**src/rtl/step_counter_pkg.sv**
```systemverilog
// step_counter_pkg: state encoding and count-direction constants shared by step_counter and its core
package step_counter_pkg;
  typedef enum logic {ST_IDLE = 1'b0, ST_RUN = 1'b1} state_t;
  localparam logic DIR_UP   = 1'b0;
  localparam logic DIR_DOWN = 1'b1;
endpackage

```
**src/rtl/step_counter_core.sv**
```systemverilog
// step_counter_core: WIDTH-bit counter register with async clear, sync load, enable and up/down select
module step_counter_core
  import step_counter_pkg::*;
#(
  parameter int WIDTH = 2
) (
  input  logic             clk,
  input  logic             aclr_n,
  input  logic             load,
  input  logic [WIDTH-1:0] load_val,
  input  logic             en,
  input  logic             dir,
  output logic [WIDTH-1:0] count
);
  logic [WIDTH-1:0] count_q, count_d;
  // load wins over counting; disabled counter holds
  always_comb begin
    count_d = load ? load_val :
              !en ? count_q :
              dir == DIR_DOWN ? count_q - WIDTH'(1) : count_q + WIDTH'(1);
  end
  // count register, cleared asynchronously
  always_ff @(posedge clk or negedge aclr_n) begin
    if (!aclr_n) count_q <= '0;
    else count_q <= count_d;
  end
  assign count = count_q;
endmodule

```
**src/rtl/step_counter.sv**
```systemverilog
// step_counter: programmable step sequencer with stall, tc and done pulse; STEP_COUNTER_DOWN_EN adds count_dir
module step_counter
  import step_counter_pkg::*;
#(
  parameter int WIDTH        = 2,
  parameter int LAST         = 3,
  parameter bit AUTO_RESTART = 1'b0
) (
  input  logic             clk,
  input  logic             aclr_n,
  input  logic             start,
  input  logic             stall,
`ifdef STEP_COUNTER_DOWN_EN
  input  logic             count_dir,
`endif
  output logic [WIDTH-1:0] count_out,
  output logic             busy,
  output logic             tc,
  output logic             done
);
  localparam logic [WIDTH-1:0] LAST_V = WIDTH'(LAST);
  if (WIDTH < 1 || LAST < 0 || longint'(LAST) > (longint'(1) << WIDTH) - 1) begin : g_last_chk
    $fatal(1, "step_counter: LAST must lie in 0..2**WIDTH-1");
  end
  state_t state_q, state_d;
  logic dir_q, dir_d, done_q, done_d, req_dir, restart, load, en;
  logic [WIDTH-1:0] term, first, load_val;
`ifdef STEP_COUNTER_DOWN_EN
  assign req_dir = count_dir;
`else
  assign req_dir = DIR_UP;
`endif
  assign busy  = state_q == ST_RUN;
  assign term  = dir_q == DIR_DOWN ? '0 : LAST_V;
  assign first = req_dir == DIR_DOWN ? LAST_V : '0;
  assign tc    = busy && count_out == term && !stall;
  // accept start from IDLE or at tc when auto-restarting; otherwise step, hold on stall, or park at 0
  always_comb begin
    restart  = start && (!busy || (AUTO_RESTART && tc));
    load     = restart || !busy || tc;
    load_val = restart ? first : '0;
    en       = !stall;
    state_d  = (restart || (busy && !tc)) ? ST_RUN : ST_IDLE;
    dir_d    = restart ? req_dir : dir_q;
    done_d   = tc;
  end
  // FSM state, latched direction and done pulse, cleared asynchronously
  always_ff @(posedge clk or negedge aclr_n) begin
    if (!aclr_n) begin
      state_q <= ST_IDLE;
      dir_q   <= DIR_UP;
      done_q  <= 1'b0;
    end else begin
      state_q <= state_d;
      dir_q   <= dir_d;
      done_q  <= done_d;
    end
  end
  assign done = done_q;
  step_counter_core #(.WIDTH(WIDTH)) u_core (
    .clk      (clk),
    .aclr_n   (aclr_n),
    .load     (load),
    .load_val (load_val),
    .en       (en),
    .dir      (dir_q),
    .count    (count_out)
  );
endmodule
```
**config.mk**
```make
export PLATFORM = sky130hd
export DESIGN_NAME = step_counter
export DESIGN_NICKNAME = d
export VERILOG_FILES = /design/src/rtl/step_counter_pkg.sv /design/src/rtl/step_counter_core.sv /design/src/rtl/step_counter.sv
export SDC_FILE = /design/constraint.sdc
export NUM_CORES = 1
export LEC_CHECK = 0
export CORE_AREA = 2 2 39 41
export CTS_BUF_LIST = sky130_fd_sc_hd__clkbuf_4
export DETAILED_ROUTE_END_ITERATION = 10
export DIE_AREA = 0 0 41 43
export GPL_TIMING_DRIVEN = 0
export PLACE_DENSITY = 0.48
export SLEW_MARGIN = 5
export SYNTH_ARGS = -nofsm -noshare
export SYNTH_HDL_FRONTEND = slang
export SYNTH_HIERARCHICAL = 1
export SYNTH_SLANG_ARGS = --single-unit
```
**constraint.sdc**
```tcl
create_clock -name clk -period 1.3 [get_ports clk]
set_input_delay 0.13 -clock clk [delete_from_list [all_inputs] [get_ports clk]]
set_output_delay 0.13 -clock clk [all_outputs]
set_load 0.005 [all_outputs]
```
==> run_results.csv, run 1 <==
group,metric,value,unit
layout,area_delta_synth_final,80.84,%
die,die_h,43,um
clock_network,numClockSinks,4,
route,first_iter_violations,0,
critical_path,path_cells,"buf_4, dlygate4sd2_1",
layout,drive_gt1_share,33.33,%
power_and_ir_drop,pwr_density_cell,2151,mW/mm^2
sta,period_needed,1.160,ns
sta,drv_slew,0,
layout,num-fill-cells,163,
synthesis,synth_warnings,6,
clock_network,clk_path_buf_depth,2,
layout,insertedDiodeCount,0,
route,highest_layer,"met4",
synthesis,syn_area_per_cell,9.950,sq um
sta,clock_skew,0.006721,ns
clock_network,cts_made_buffers,3,
clock_network,path_clk_slew,0.04,ns
place,gp_congestion,0.6212,
sta,hold_violations,0,
route,routed-wl-met2,259,um
synthesis,netlist_area,209.0,sq um
sta,timing.fmax,0.8622,GHz
global_route,grt_pass1_vias,190,
synthesis,yosysUniqueCellTypes,12,
sta,timing.final.crit_share,89.22,%
clock_network,cts_root_buf,"clkbuf_4",
critical_path,cp_data_required_time,1.17,ns
synthesis,synth_seq_area_share,47.90,%
die,coreArea,0.001384,sq mm
clock_network,cts_tree,"done",
die,num_rows,14,
global_route,antenna_found_initial,0,
synthesis,netlist_instances,21,
route,met1_length,189,um
power_and_ir_drop,peakVddDrop,0.4225,mV
route,postRouteAntennaNets,0,
synthesis,synthAdderAreaFrac,0,%
sta,finalWorstSetupSlack,0.1401,ns
global_route,grtUsageTotal,7.816,%
route,dr_wl_met3,34,um
global_route,grt_first_pass_wirelength,814,um
status,status,"completed",
critical_path,critPathKind,"reg2out",
die,dieWidth,41,um
sta,rsz0062_at_grt,"no",
die,initial_core_util,15.10,%
global_route,grt_max_degree,6,
place,hpwl,351,um
critical_path,end_kind,"output pin",
route,drc,0,
synthesis,synth_top_family_by_area,"simple AND/OR/NAND/NOR gates",
route,post_drt_via_cell_ratio,3.527,
route,routedWlPerCell,9.018,um
clock_network,cts_max_level,1,
hold_path,holdCritPathClass,"in2async",
synthesis,synth_compound_area_share,16.17,%
route,vias,194,
global_route,grt_remaining_overflow,0,
layout,nets,45,
place,io_buffer_count,8,
die,top_level_ports,9,
synthesis,synth_xor_area_share,8.383,%
synthesis,synth_seq_cells,4,
critical_path,critPathSlowestCell,"dfrtp_2",
critical_path,start_kind,"flip-flop",
synthesis,yosys.area_share.simple,17.37,%
clock_network,clk_latency,0.24,ns
critical_path,crit_path_max_incr_delay,0.39,ns
critical_path,arrival,1.03,ns
critical_path,path_max_fanout,4,
route,dr.pass1.iters,1,
layout,post-route-util,27.31,%
die,dieArea,0.001763,sq mm
sta,setup_viol,0,
power_and_ir_drop,p_leak,0.1721,nW
synthesis,synthMuxAreaShare,4.790,%
place,dp_slack,-0.2314,ns
route,routed_wl,496,um
flow_run,drv_cap,0,
==> cells in the final DEF (no fill, tap or decap), types with 2 or more instances in the layout <==
| cell | instances |
|---|---|
| inv_1 | 2 |
| nand2_1 | 3 |
| buf_4 | 5 |
| clkbuf_4 | 3 |
| xnor2_1 | 2 |
| dfrtp_1 | 3 |
| dlygate4sd2_1 | 3 |
| clkdlybuf4s50_1 | 4 |
| conb_1 | 3 |
==> metrics by stage <==
stage	cells	cell area, sq um	setup TNS (ns)	hold WS (ns)	total power [W]
2_1_floorplan	23	216.5	0	-0.1656	0.0004118
3_3_place_gp	47	316.6	-0.4801	0.3476	0.0005848
3_5_place_dp	47	316.6	-0.4690	0.3595	0.0005850
4_1_cts	54	370.4	0	0.1016	0.0008136
5_1_grt	55	377.9	0	0.1241	0.0008821
6_report	55	377.9	0	0.1030	0.0008126
==> cell families after synthesis <==
logic type | count (synthesis)
other | 1
AND/OR/NAND/NOR | 7
AO/OA/AOI/OAI | 4
flip-flops | 4
buffers and inverters | 2
XOR/XNOR | 2
multiplexers | 1
==> synth_stat cells <==
| library cell | n | share of area (%) |
|---|---|---|
| o21ai_0 | 2 | 4.8 |
| nor2_1 | 1 | 1.8 |
| conb_1 | 1 | 1.8 |
| a22oi_1 | 1 | 3.6 |
| xnor2_1 | 2 | 8.4 |
| dfrtp_1 | 4 | 48 |
| inv_1 | 2 | 3.6 |
| a41oi_2 | 1 | 7.8 |
| nor3b_1 | 2 | 7.2 |
| nand2_1 | 3 | 5.4 |
| nor2b_1 | 1 | 3.0 |
| mux2i_1 | 1 | 4.8 |
==> worst paths after layout <==
kind	startpoint	to	slack [ns]	cells after the start
setup / recovery	u_core/count[0]	count_out[0]	0.14	2
hold / removal	aclr_n	u_core/count[0]	0.10	1
setup reg to reg	u_core/count[0]	u_core/count[1]	0.19	4
hold reg to reg	u_core/count[1]	busy	0.59	2
max in group asynchronous	aclr_n	u_core/count[0]	1.01	1
min in group clk	start	busy	0.52	3
==> metal layers <==
metal | global-route usage [%] | vias to the layer above
met5 | 0 | -
met4 | 10.00 | 0
met3 | 3.141 | 2
met2 | 9.688 | 6
met1 | 8.307 | 81
li1 | - | 105
==> layout make-up <==
cell class                 instances  area (sq um)  area share, %
timing repair buffer              13         108.9          28.81
clock buffer                       3         22.52          5.960
sequential                         4         101.3          26.82
tap                               16         20.02          5.298
multi-input combinational         17         117.6          31.13
inverter                           2         7.507          1.987
==> flip-flops by register name, indices dropped and copies added, names as in the netlist <==
name          cells
busy              1
done              1
u_core/count      2
==> worst max-delay path, delay by kind of cell (launching register included) <==
family   cells  cell delay (ns)
flops        1             0.39
buf+inv      2             0.41
==> timing repair <==
action | 4_1_cts | 5_1_grt
endpoints found under the setup margin | 5 | 2
pin swaps | 0 | 1
resized for setup | 7 | 3
hold buffers | 0 | 0
setup buffers | 4 | 1
==> where the power goes <==
part	switching (W)	internal [W]	total [W]
Sequential	0.0000228	0.000183	0.000206
Clock	0.0000513	0.000103	0.000155
Combinational	0.000199	0.000253	0.000452
(Power assumes the default switching activity.)
==> run 2: changes to the inputs <==
Settings changed: ABC_CLOCK_PERIOD_IN_PS from default to 1300, SKIP_LAST_GASP from default to 1.
==> results of run 2 <==
The final DEF is identical to that of run 1; final timing and power are the same.
